==> src/rtl/uart_io_pkg.sv <==
// Shared constants for the UART I/O sequencer: register addresses,
// STATUS/CTRL bit positions and the TX sequencer state encoding.
// Optional feature macro used by this slice: UART_IO_IRQ_EN.
package uart_io_pkg;

    localparam logic [1:0] ADDR_TXDATA = 2'd0;
    localparam logic [1:0] ADDR_RXDATA = 2'd1;
    localparam logic [1:0] ADDR_STATUS = 2'd2;
    localparam logic [1:0] ADDR_CTRL   = 2'd3;

    localparam int ST_TX_FULL      = 0;
    localparam int ST_TX_EMPTY     = 1;
    localparam int ST_RX_FULL      = 2;
    localparam int ST_RX_EMPTY     = 3;
    localparam int ST_TX_OVF       = 4;
    localparam int ST_RX_OVF       = 5;
    localparam int ST_RX_UNF       = 6;
    localparam int ST_TX_TIMEOUT   = 7;
    localparam int ST_TX_LEVEL_LSB = 8;
    localparam int ST_RX_LEVEL_LSB = 16;

    localparam int CTRL_TX_EN      = 0;
    localparam int CTRL_CLR_STICKY = 1;
    localparam int CTRL_FLUSH      = 2;
    localparam int CTRL_RX_IRQ_EN  = 3;
    localparam int CTRL_ERR_IRQ_EN = 4;

    typedef enum logic [1:0] {
        IDLE    = 2'd0,
        START   = 2'd1,
        WAIT_HI = 2'd2,
        WAIT_LO = 2'd3
    } tx_state_e;

endpackage

==> src/rtl/uart_io_fifo.sv <==
// Synchronous FIFO used for both the TX and RX byte queues.
// A pop on an empty FIFO is ignored; a push into a full FIFO is accepted
// only when a pop happens in the same cycle. Flush overrides push and pop.
module uart_io_fifo
    import uart_io_pkg::*;
#(
    parameter int DEPTH = 8,
    parameter int WIDTH = 8
) (
    input  logic                     clk,
    input  logic                     reset,
    input  logic                     flush,
    input  logic                     push,
    input  logic                     pop,
    input  logic [WIDTH-1:0]         wdata,
    output logic [WIDTH-1:0]         head,
    output logic                     full,
    output logic                     empty,
    output logic [$clog2(DEPTH):0]   level
);

    localparam int AW = $clog2(DEPTH);
    localparam logic [AW-1:0] PTR_ONE  = AW'(1);
    localparam logic [AW:0]   LVL_ONE  = (AW+1)'(1);
    localparam logic [AW:0]   LVL_FULL = (AW+1)'(DEPTH);

    logic [WIDTH-1:0] mem_r [DEPTH];
    logic [AW-1:0]    rd_ptr_r;
    logic [AW-1:0]    wr_ptr_r;
    logic [AW:0]      level_r;
    logic             pop_s;
    logic             push_s;

    assign full  = (level_r == LVL_FULL);
    assign empty = (level_r == {(AW+1){1'b0}});
    assign level = level_r;
    assign head  = mem_r[rd_ptr_r];

    // Effective push/pop after full/empty qualification
    always_comb begin
        pop_s  = pop & ~empty;
        push_s = push & (~full | pop_s);
    end

    // Pointer and level bookkeeping; flush returns the FIFO to empty
    always_ff @(posedge clk) begin
        if (reset || flush) begin
            rd_ptr_r <= {AW{1'b0}};
            wr_ptr_r <= {AW{1'b0}};
            level_r  <= {(AW+1){1'b0}};
        end else begin
            if (push_s) begin
                wr_ptr_r <= wr_ptr_r + PTR_ONE;
            end
            if (pop_s) begin
                rd_ptr_r <= rd_ptr_r + PTR_ONE;
            end
            if (push_s && !pop_s) begin
                level_r <= level_r + LVL_ONE;
            end else if (pop_s && !push_s) begin
                level_r <= level_r - LVL_ONE;
            end else begin
                level_r <= level_r;
            end
        end
    end

    // Storage array, cleared on reset so the head never carries stale data
    always_ff @(posedge clk) begin
        if (reset) begin
            for (int i = 0; i < DEPTH; i++) begin
                mem_r[i] <= {WIDTH{1'b0}};
            end
        end else if (push_s && !flush) begin
            mem_r[wr_ptr_r] <= wdata;
        end
    end

endmodule

==> src/rtl/uart_io_sequencer.sv <==
// Memory-mapped bridge between the core I/O port and the UART engine.
// TX bytes are queued and sequenced into the UART with a start/busy
// handshake guarded by a busy-rise timeout; RX bytes are queued for the
// core. Optional interrupt output enabled by macro UART_IO_IRQ_EN.
module uart_io_sequencer
    import uart_io_pkg::*;
#(
    parameter int TX_DEPTH     = 8,
    parameter int RX_DEPTH     = 8,
    parameter int BUSY_TIMEOUT = 16
) (
    input  logic        clk,
    input  logic        reset,
    input  logic        cpu_wr_en,
    input  logic        cpu_rd_en,
    input  logic [1:0]  cpu_addr,
    input  logic [31:0] cpu_wdata,
    output logic [31:0] cpu_rdata,
    output logic [7:0]  uart_tx_data,
    output logic        uart_tx_start,
    input  logic        uart_tx_busy,
    input  logic [7:0]  uart_rx_data,
    input  logic        uart_rx_valid
`ifdef UART_IO_IRQ_EN
    ,
    output logic        irq
`endif
);

    localparam int TAW = $clog2(TX_DEPTH);
    localparam int RAW = $clog2(RX_DEPTH);
    localparam int TW  = $clog2(BUSY_TIMEOUT + 1);
    localparam logic [TW-1:0] TMO_LAST = TW'(BUSY_TIMEOUT - 1);
    localparam logic [TW-1:0] TMO_ONE  = TW'(1);

    tx_state_e     state_r;
    logic [TW-1:0] tmo_cnt_r;
    logic          tx_en_r;
    logic          tx_ovf_r;
    logic          rx_ovf_r;
    logic          rx_unf_r;
    logic          tx_timeout_r;

    logic          wr_s;
    logic          rd_s;
    logic          flush_s;
    logic          clr_sticky_s;
    logic          tx_push_s;
    logic          tx_pop_s;
    logic          rx_pop_s;
    logic          tmo_hit_s;
    logic          tx_ovf_set_s;
    logic          rx_ovf_set_s;
    logic          rx_unf_set_s;
    logic [31:0]   status_s;
    logic [31:0]   ctrl_rd_s;
    logic          unused_wdata_s;

    logic [7:0]    tx_head_s;
    logic          tx_full_s;
    logic          tx_empty_s;
    logic [TAW:0]  tx_level_s;
    logic [7:0]    rx_head_s;
    logic          rx_full_s;
    logic          rx_empty_s;
    logic [RAW:0]  rx_level_s;

    assign unused_wdata_s = ^cpu_wdata[31:3];

    // Bus decode: a write wins over a simultaneous read, which is then suppressed
    always_comb begin
        wr_s         = cpu_wr_en;
        rd_s         = cpu_rd_en & ~cpu_wr_en;
        flush_s      = wr_s & (cpu_addr == ADDR_CTRL) & cpu_wdata[CTRL_FLUSH];
        clr_sticky_s = wr_s & (cpu_addr == ADDR_CTRL) & cpu_wdata[CTRL_CLR_STICKY];
        tx_push_s    = wr_s & (cpu_addr == ADDR_TXDATA);
        rx_pop_s     = rd_s & (cpu_addr == ADDR_RXDATA) & ~rx_empty_s;
        tx_pop_s     = (state_r == IDLE) & tx_en_r & ~tx_empty_s & ~uart_tx_busy & ~flush_s;
        tmo_hit_s    = (state_r == WAIT_HI) & ~uart_tx_busy & (tmo_cnt_r == TMO_LAST);
        tx_ovf_set_s = tx_push_s & tx_full_s & ~tx_pop_s & ~flush_s;
        rx_ovf_set_s = uart_rx_valid & rx_full_s & ~rx_pop_s & ~flush_s;
        rx_unf_set_s = rd_s & (cpu_addr == ADDR_RXDATA) & rx_empty_s;
    end

    uart_io_fifo #(.DEPTH(TX_DEPTH), .WIDTH(8)) u_tx_fifo (
        .clk   (clk),
        .reset (reset),
        .flush (flush_s),
        .push  (tx_push_s),
        .pop   (tx_pop_s),
        .wdata (cpu_wdata[7:0]),
        .head  (tx_head_s),
        .full  (tx_full_s),
        .empty (tx_empty_s),
        .level (tx_level_s)
    );

    uart_io_fifo #(.DEPTH(RX_DEPTH), .WIDTH(8)) u_rx_fifo (
        .clk   (clk),
        .reset (reset),
        .flush (flush_s),
        .push  (uart_rx_valid),
        .pop   (rx_pop_s),
        .wdata (uart_rx_data),
        .head  (rx_head_s),
        .full  (rx_full_s),
        .empty (rx_empty_s),
        .level (rx_level_s)
    );

`ifdef UART_IO_IRQ_EN
    logic rx_irq_en_r;
    logic err_irq_en_r;

    // CTRL storage including the interrupt enables
    always_ff @(posedge clk) begin
        if (reset) begin
            tx_en_r      <= 1'b1;
            rx_irq_en_r  <= 1'b0;
            err_irq_en_r <= 1'b0;
        end else if (wr_s && (cpu_addr == ADDR_CTRL)) begin
            tx_en_r      <= cpu_wdata[CTRL_TX_EN];
            rx_irq_en_r  <= cpu_wdata[CTRL_RX_IRQ_EN];
            err_irq_en_r <= cpu_wdata[CTRL_ERR_IRQ_EN];
        end else begin
            tx_en_r      <= tx_en_r;
        end
    end

    // Registered interrupt: RX data pending or any sticky error, per enable
    always_ff @(posedge clk) begin
        if (reset) begin
            irq <= 1'b0;
        end else begin
            irq <= (rx_irq_en_r & ~rx_empty_s)
                 | (err_irq_en_r & (tx_ovf_r | rx_ovf_r | rx_unf_r | tx_timeout_r));
        end
    end

    // CTRL readback of the stored bits
    always_comb begin
        ctrl_rd_s                  = 32'h0000_0000;
        ctrl_rd_s[CTRL_TX_EN]      = tx_en_r;
        ctrl_rd_s[CTRL_RX_IRQ_EN]  = rx_irq_en_r;
        ctrl_rd_s[CTRL_ERR_IRQ_EN] = err_irq_en_r;
    end
`else
    // CTRL storage: only tx_en is kept in this build
    always_ff @(posedge clk) begin
        if (reset) begin
            tx_en_r <= 1'b1;
        end else if (wr_s && (cpu_addr == ADDR_CTRL)) begin
            tx_en_r <= cpu_wdata[CTRL_TX_EN];
        end else begin
            tx_en_r <= tx_en_r;
        end
    end

    // CTRL readback of the stored bits
    always_comb begin
        ctrl_rd_s             = 32'h0000_0000;
        ctrl_rd_s[CTRL_TX_EN] = tx_en_r;
    end
`endif

    // Sticky error flags: a new event in the same cycle as a clear is kept
    always_ff @(posedge clk) begin
        if (reset) begin
            tx_ovf_r     <= 1'b0;
            rx_ovf_r     <= 1'b0;
            rx_unf_r     <= 1'b0;
            tx_timeout_r <= 1'b0;
        end else begin
            tx_ovf_r     <= tx_ovf_set_s | (tx_ovf_r & ~clr_sticky_s);
            rx_ovf_r     <= rx_ovf_set_s | (rx_ovf_r & ~clr_sticky_s);
            rx_unf_r     <= rx_unf_set_s | (rx_unf_r & ~clr_sticky_s);
            tx_timeout_r <= tmo_hit_s    | (tx_timeout_r & ~clr_sticky_s);
        end
    end

    // STATUS word assembly
    always_comb begin
        status_s                = 32'h0000_0000;
        status_s[ST_TX_FULL]    = tx_full_s;
        status_s[ST_TX_EMPTY]   = tx_empty_s;
        status_s[ST_RX_FULL]    = rx_full_s;
        status_s[ST_RX_EMPTY]   = rx_empty_s;
        status_s[ST_TX_OVF]     = tx_ovf_r;
        status_s[ST_RX_OVF]     = rx_ovf_r;
        status_s[ST_RX_UNF]     = rx_unf_r;
        status_s[ST_TX_TIMEOUT] = tx_timeout_r;
        status_s[ST_TX_LEVEL_LSB +: 8] = 8'(tx_level_s);
        status_s[ST_RX_LEVEL_LSB +: 8] = 8'(rx_level_s);
    end

    // Registered read data; holds its value when no read is accepted
    always_ff @(posedge clk) begin
        if (reset) begin
            cpu_rdata <= 32'h0000_0000;
        end else if (rd_s) begin
            case (cpu_addr)
                ADDR_RXDATA: cpu_rdata <= rx_empty_s ? 32'h0000_0000 : {24'h00_0000, rx_head_s};
                ADDR_STATUS: cpu_rdata <= status_s;
                ADDR_CTRL:   cpu_rdata <= ctrl_rd_s;
                default:     cpu_rdata <= 32'h0000_0000;
            endcase
        end else begin
            cpu_rdata <= cpu_rdata;
        end
    end

    // TX sequencer: pop a byte, pulse start once, wait for busy to rise then fall
    always_ff @(posedge clk) begin
        if (reset) begin
            state_r       <= IDLE;
            tmo_cnt_r     <= {TW{1'b0}};
            uart_tx_data  <= 8'h00;
            uart_tx_start <= 1'b0;
        end else begin
            case (state_r)
                IDLE: begin
                    if (tx_pop_s) begin
                        uart_tx_data  <= tx_head_s;
                        uart_tx_start <= 1'b1;
                        state_r       <= START;
                    end else begin
                        uart_tx_start <= 1'b0;
                    end
                end
                START: begin
                    uart_tx_start <= 1'b0;
                    tmo_cnt_r     <= {TW{1'b0}};
                    state_r       <= WAIT_HI;
                end
                WAIT_HI: begin
                    uart_tx_start <= 1'b0;
                    if (uart_tx_busy) begin
                        state_r <= WAIT_LO;
                    end else if (tmo_hit_s) begin
                        state_r <= IDLE;
                    end else begin
                        tmo_cnt_r <= tmo_cnt_r + TMO_ONE;
                    end
                end
                WAIT_LO: begin
                    uart_tx_start <= 1'b0;
                    if (!uart_tx_busy) begin
                        state_r <= IDLE;
                    end
                end
                default: begin
                    uart_tx_start <= 1'b0;
                    state_r       <= IDLE;
                end
            endcase
        end
    end

endmodule

==> config.mk <==
export PLATFORM = sky130hd
export DESIGN_NAME = uart_io_sequencer
export DESIGN_NICKNAME = d
export VERILOG_FILES = /design/src/rtl/uart_io_pkg.sv /design/src/rtl/uart_io_fifo.sv /design/src/rtl/uart_io_sequencer.sv
export SDC_FILE = /design/constraint.sdc
export NUM_CORES = 1
export LEC_CHECK = 0
export ABC_CLOCK_PERIOD_IN_PS = 4780
export BUFFER_PORTS_ARGS = -buffer_cell sky130_fd_sc_hd__buf_2
export CORE_UTILIZATION = 60
export CTS_CLUSTER_SIZE = 8
export DETAILED_ROUTE_END_ITERATION = 10
export PLACE_DENSITY = 0.83
export RECOVER_POWER = 25
export REMOVE_ABC_BUFFERS = 1
export SLEW_MARGIN = 20
export SYNTH_ARGS = -nofsm -noshare
export SYNTH_HDL_FRONTEND = slang
export SYNTH_SLANG_ARGS = --single-unit
==> constraint.sdc <==
create_clock -name clk -period 4.78 [get_ports clk]
set_input_delay 0.239 -clock clk [delete_from_list [all_inputs] [get_ports clk]]
set_output_delay 0.239 -clock clk [all_outputs]
set_load 0.01 [all_outputs]
==> results of run 1 <==
-- per-layer routing --
layer | wire [um] | global-route usage (%) | vias to the layer above
met5 | 0 | 0 | -
met4 | 525 | 12.5 | 0
met3 | 1350 | 6.11 | 48
met2 | 8730 | 41.7 | 271
met1 | 7100 | 32.7 | 2666
li1 | - | - | 2454
-- cell usage after synthesis, types with 2 or more instances --
library cell	n	area [um2]
a211o_1	2	17.5
a211oi_1	10	75.1
a21oi_1	13	65.1
a221o_1	2	20.0
a222oi_1	4	40.0
a22oi_1	10	75.1
a31o_2	2	17.5
a31oi_1	3	18.8
a32oi_1	2	17.5
and2_1	129	807
and3_1	2	12.5
buf_1	4	15.0
buf_2	7	35.0
buf_4	16	120
clkbuf_1	20	75.1
dfxtp_1	60	1200
edfxtp_1	128	3840
fa_1	2	40.0
ha_1	12	150
inv_1	7	26.3
inv_2	2	7.51
mux2_2	4	45.0
mux2i_1	19	190
mux4_2	32	721
nand2_1	17	63.8
nand2b_1	7	43.8
nand3_1	9	45.0
nand4_1	3	18.8
nor2_1	56	210
nor2b_1	3	18.8
nor3_1	13	65.1
nor3_2	3	30.0
nor4_1	3	18.8
o211ai_1	2	15.0
o21ai_0	5	25.0
or2_1	2	12.5
or2_2	14	87.6
or4_1	2	15.0
xnor2_1	4	35.0
xor2_1	5	43.8
-- power by group --
group	total (W)	switching (W)	leakage [nW]	internal, W
Clock	0.00151	0.000625	0.296	0.000885
Sequential	0.00197	0.000106	1.81	0.00187
Combinational	0.000721	0.000406	1.35	0.000314
Total	0.00421	0.00114	3.46	0.00307
-- how the worst max path moves through the flow --
stage,cells after the start,slack [ns],from,endpoint
6_report,10,1.35,state_r[1],u_tx_fifo.level[3]
3_5_place_dp,10,1.52,state_r[0],u_tx_fifo.level[3]
3_3_place_gp,10,1.61,state_r[0],u_tx_fifo.level[3]
4_1_cts,10,1.48,state_r[0],u_tx_fifo.level[3]
2_1_floorplan,10,1.96,state_r[0],u_tx_fifo.level[3]
5_1_grt,10,0.95,state_r[1],u_tx_fifo.level[3]
-- sequential cells by signal (all words and copies together) (netlist names), 4 cells and up, named ones only --
| name | flops |
|---|---|
| tmo_cnt_r | 5 |
| u_tx_fifo.mem_r | 64 |
| uart_tx_data | 8 |
| cpu_rdata | 16 |
| u_rx_fifo.level | 4 |
| u_tx_fifo.level | 4 |
| u_rx_fifo.mem_r | 64 |
-- layout by cell type (no fill, tap or decap), types with 3 or more instances in the layout --
master,count
xnor2_1,4
a22oi_1,10
a21oi_1,13
a31oi_1,3
nor2b_1,3
buf_2,22
nand2_1,17
nand3_1,9
clkinvlp_4,4
clkbuf_1,28
xor2_1,5
nor4_1,3
and2_0,18
a211oi_1,10
ha_1,12
o21ai_0,7
mux2_2,4
dfxtp_1,60
a222oi_1,4
conb_1,16
inv_1,9
nand2b_1,7
mux4_2,32
nor2_1,56
clkbuf_16,17
buf_4,6
edfxtp_1,128
inv_6,3
nand4_1,3
nor3_1,15
and2_1,111
bufinv_16,4
mux2i_1,19
or2_2,14
-- critical path, stage by stage (launching register included) --
cell and delay [ns]:
dfxtp_1 0.38, nor4b_1 0.68, and3_1 0.71, inv_1 0.24, ha_1 0.27, inv_1 0.13, ha_1 0.28, a21oi_1 0.19
a211oi_1 0.10, a31oi_1 0.19, mux2i_1 0.19
-- layout make-up --
cell class | count | area [um2] | share of cell area (%)
clock inverter | 14 | 208 | 2.20
multi-input combinational | 428 | 3250 | 34.4
timing repair buffer | 56 | 260 | 2.75
clock buffer | 17 | 425 | 4.50
tap | 180 | 225 | 2.38
inverter | 9 | 33.8 | 0.358
sequential | 188 | 5040 | 53.4
-- logic make-up after synthesis --
kind of cell,Yosys count,synth area share (%)
xor gates and xnor gates,9,0.922
DFF,188,59.0
and+or+nand+nor,275,18.4
muxes,55,11.2
adders and majority gates,14,2.22
other,1,0.0439
buffers and inverters,56,3.26
AOI/OAI and AO/OA,59,4.99
-- metrics by stage --
stage	hold slack [ns]	util, %	worst slack, ns
final	0.119	68.1	1.35
after global routing	0.127	68.1	0.946
after CTS	0.101	68.6	1.48
after detailed placement	0.484	64.0	1.52
after global placement	0.466	64.0	1.61
after floorplan	0.308	-	1.96
==> metrics, run 1 <==
async set or reset register ratio after synthesis=0%; Startpoint Class=flip-flop; layout cells sized above 1=16.2%; slew margin rel.=31.6%; DRC errors left=0; number of cell rows=between 40 and 50; dominant synthesized flop cell=edfxtp_1; largest net degree at the start of global routing=44; CTS resizes=0; hold depth=3; critical path data arrival time=roughly 3.8 ns; Initial Utilization=between 60% and 70%; final setup TNS=0 ns; port buffer count=between 40 and 50; register area share after synthesis=slightly below 60%; H-tree levels=4; HPWL Detailed=approximately 11 mm; GRT Total Usage=25.8%; Synth Instances=~660; Area Overhead vs Synth=10.5%; Placed Area=8890 um2; initial antenna violation count=0; fin crit share=about 70%; RSZ-0062 raised after global routing=no; drt pass-1 iters=7; n_diodes=0; Post-synth EDFFs=about 130; worst-path fanout max=20; Synth warnings=0; number of clock sinks=roughly 190; RD Place Congestion=between 0.8 and 0.9; Placed Cells=861; Finished Cell Area=about 9400 um2; register-to-register setup slack=1.35 ns; Max Clock Skew=between 0.008 and 0.009 ns; post-DR vias/cell=6.10; Reg-to-Reg End=u_tx_fifo.level[3]; FF-to-FF path depth=10; P_leak=roughly 3.5 nW; Max rail drop VDD=approximately 0.00032 V; Detailed Route WL=between 15 and 20 mm; DRT antenna net count=0; # hold bufs at CTS=0; worst skew pair latency=~0.43 ns; Vert. Die Dim=around 120 um; WL per Instance=19.8 um; CTS tree=yes; Max Cap Violations=0; global-route wire length before repair=27.7 mm; Max Slew Vio Count=0; DIE WIDTH=between 100 and 150 um; core area=about 14000 um2; synthesized area=approximately 8600 um2; Critical Path Sink Type=flip-flop; clock-pin slew on the worst setup and hold paths=about 0.070 ns; # fillers=954; Hold Path Class=primary input to flip-flop; CP Data Required Time=5.14 ns; #FFs+latches synth=between 150 and 200; pwr/cell area=445 nW/um2; Clock Tree Root=clkbuf_16; Power Total=between 0.004 and 0.005 W; Max Buffers Root-to-Sink=2; final worst path period need=3.43 ns; f_max=between 0.2 and 0.3 GHz; die area=14700 um2; status=finished, final reports clean; worst r2r src=state_r[1]; Least-Margin Pin Slew=1.02 ns; Top Ports=89; grt ovf=0; Post-Layout Cell Count=a little under 900; vias in the first global route=between 5000 and 6000; Netlist cell types=57; Layout Nets=around 760; postcts setup bufs=0; critical path class=flip-flop to flip-flop; DR iter-0 viols=about 460; TritonCTS Buffers=17; final hold vios=0; synthesized area per cell=around 13 um2; WHS Endpoint=state_r[0]; vias=roughly 5400; Setup-failing EPs final=0; min-delay src=uart_tx_busy
No activity file was read; power rests on OpenSTA's default activity.
==> run 2, diff against run 1 <==
Settings changed: ABC_CLOCK_PERIOD_IN_PS 4780 to 2800, CORE_UTILIZATION 60 to 53, PLACE_DENSITY 0.83 to 0.78.
Clock period 4.78 ns to 2.8 ns, I/O delays scaled along.
==> run 2 against run 1 <==
Global-route usage down 2.8 points. Critical path depth down 5. Non-clock buffer count is 8 higher. Largest power group unchanged. Maximum frequency up 29%. Core utilization shrank 8.4 points. Via count shrank 1.0%. Register-to-register slack got worse by 1.2 ns. Cell area is 0.12% lower. Critical endpoint is now u_tx_fifo.mem_r[3][0]. Sequential power up 71%. Clock-buffer cell count rose by 3.
==> metrics, run 2 (same netlist as run 1, synthesis figures left out) <==
status=finished, final reports clean (unchanged); commonest cells after routing, fill and taps aside=edfxtp_1 (128), and2_1 (112), dfxtp_1 (59) (was edfxtp_1 (128), and2_1 (111), dfxtp_1 (60)); number of cell rows=46 (was 43); Max rail drop VDD=0.000403 V (was 0.000319 V); DR iter-0 viols=459 (unchanged); DP Worst Slack=0.132 ns (was 1.52 ns); FF-to-FF path depth=5 (was 10); Finished Cell Area=9440 um2 (was 9450 um2); WL per Instance=19.2 um (was 19.8 um); largest delay contributor family on the critical path=simple AND/OR/NAND/NOR gates (unchanged); worst skew pair latency=0.43 ns (about the same); post-DR vias/cell=5.75 (was 6.10); CP Data Required Time=2.91 ns (was 5.14 ns); Top Ports=89 (unchanged); RSZ-0062 raised after global routing=no (unchanged); clock-pin slew on the worst setup and hold paths=0.06 ns (was 0.07 ns); min-delay src=uart_tx_busy (unchanged); Max Buffers Root-to-Sink=2 (unchanged); top sig layer=met4 (unchanged); critical path class=flip-flop to flip-flop (unchanged); Vert. Die Dim=129 um (was 121 um); met3 wire len=1.18 mm (was 1.35 mm); M1 WL=7.70 mm (was 7.10 mm); DIE WIDTH=129 um (was 121 um); slew margin rel.=25.7% (was 31.6%); Max Clock Skew=0.00849 ns (was 0.00817 ns); Detailed Route WL=17.9 mm (was 17.7 mm); TritonCTS Buffers=17 (unchanged); Initial Utilization=54.0% (was 61.6%); GRT Total Usage=23.0% (was 25.8%); critical path data arrival time=2.78 ns (was 3.79 ns); largest registers=u_rx_fifo.mem_r x64, u_tx_fifo.mem_r x64, cpu_rdata x16 (unchanged); DRT antenna net count=0 (unchanged); P_leak=3.44 nW (was 3.46 nW); Clock Tree Root=clkbuf_16 (unchanged); slowest stage delay, CP=0.88 ns (was 0.71 ns); routed wl met2=8.66 mm (was 8.73 mm); worst r2r src=state_r[0] (was state_r[1]); drt pass-1 iters=4 (was 7); Startpoint Class=flip-flop (unchanged); Area Overhead vs Synth=10.4% (was 10.5%); H-tree levels=4 (unchanged); most common cell after layout, fill and taps aside=edfxtp_1 (unchanged); pwr/cell area=721 nW/um2 (was 445 nW/um2); PnR worst setup slack=0.134 ns (was 1.35 ns); global-route wire length before repair=27.8 mm (was 27.7 mm); Max Slew Vio Count=0 (unchanged); grt ovf=0 (unchanged); largest net degree at the start of global routing=59 (was 44); layout cells sized above 1=16.9% (was 16.2%); CP max stage cell=nor3_1 (was and3_1); # hold bufs at CTS=0 (unchanged); n_diodes=0 (unchanged); port buffer count=48 (unchanged); Layout Nets=770 (was 762); number of clock sinks=188 (unchanged); worst-path cell chain=nor4b_1 > clkbuf_1 > o21ai_4 > nor3_1 > or2_2 (was nor4b_1 > and3_1 > inv_1 > ha_1 > inv_1 > ha_1 > a21oi_1 > a211oi_1 > a31oi_1 > mux2i_1); Reg-to-Reg End=u_tx_fifo.mem_r[3][0] (was u_tx_fifo.level[3]); core area=15800 um2 (was 13900 um2); final hold vios=0 (unchanged); final worst path period need=2.67 ns (was 3.43 ns); Least-Margin Pin Slew=1.11 ns (was 1.02 ns); CTS tree=yes (unchanged); f_max=0.375 GHz (was 0.292 GHz); hold depth=3 (unchanged); fin crit share=95.2% (was 71.7%); Setup-failing EPs final=0 (unchanged); register-to-register setup slack=0.13 ns (was 1.35 ns); HPWL Detailed=12.2 mm (was 11.2 mm); Hold Path Class=primary input to flip-flop (unchanged); vias in the first global route=5195 (was 5365); WHS Endpoint=state_r[0] (unchanged); RD Place Congestion=0.876 (was 0.865); vias=5383 (was 5439); Buf/Inv on CP=1 (was 2); Critical Path Sink Type=flip-flop (unchanged); Placed Area=8980 um2 (was 8890 um2); DRC errors left=0 (unchanged); worst-path fanout max=9 (was 20); die area=16600 um2 (was 14700 um2); initial antenna violation count=0 (unchanged); Max Cap Violations=0 (unchanged)
-- run 2: routing by layer --
layer,track usage [%],vias up
li1,-,2469
met1,30.5,2702
met2,36.7,177
met3,6.03,35
met4,8.51,0
met5,0,-
-- run 2: what timing repair did --
item | CTS | global route
setup endpoints to repair | 0 | 2
buffers inserted | 0 | 2
gates resized for setup | 0 | 6
-- run 2: worst max path at each step --
stage | from | endpoint | slack (ns) | cells after the start
4_1_cts | u_tx_fifo.level[0] | u_tx_fifo.level[3] | 0.09 | 10
6_report | state_r[0] | u_tx_fifo.mem_r[3][0] | 0.13 | 5
2_1_floorplan | state_r[0] | u_tx_fifo.level[3] | -0.02 | 10
3_5_place_dp | u_rx_fifo.level[0] | u_rx_fifo.level[3] | 0.13 | 10
5_1_grt | u_tx_fifo.level[1] | u_tx_fifo.level[3] | 0.01 | 10
3_3_place_gp | u_tx_fifo.level[0] | u_tx_fifo.level[3] | 0.20 | 10
-- run 2: area by class of cell --
cell class | count | area (um2)
Clock buffer | 20 | 437
Clock inverter | 11 | 71.3
Fill cell | 1228 | 6390
Inverter | 9 | 33.8
Multi-Input combinational cell | 428 | 3270
Sequential cell | 188 | 5050
Tap cell | 216 | 270
Timing Repair Buffer | 64 | 305
-- run 2: stage by stage --
stage | hold slack [ns] | util (%) | cells | TNS [ns] | total power (W)
6_report | 0.0250 | 59.6 | 936 | 0 | 0.00680
5_1_grt | 0.0277 | 59.6 | 936 | 0 | 0.00708
4_1_cts | 0.0114 | 59.9 | 934 | 0 | 0.00683
3_5_place_dp | 0.458 | 56.7 | 903 | 0 | 0.00474
3_3_place_gp | 0.449 | 56.7 | 903 | 0 | 0.00465
2_1_floorplan | 0.209 | - | 625 | -0.0215 | 0.00427
-- run 2: worst register-to-register path, delay by kind of cell (launching register included) --
kind	cells	cell delay (ns)
buffers and inverters	1	0.28
AOI/OAI and AO/OA	1	0.11
and+or+nand+nor	3	1.60
DFF	1	0.37
-- run 2: report_power, final --
group          total (W)  internal, W  leakage [nW]  switching, W
combinational    0.00130     0.000564          1.38      0.000733
sequential       0.00337      0.00319          1.81      0.000182
clock            0.00213      0.00113         0.242       0.00100
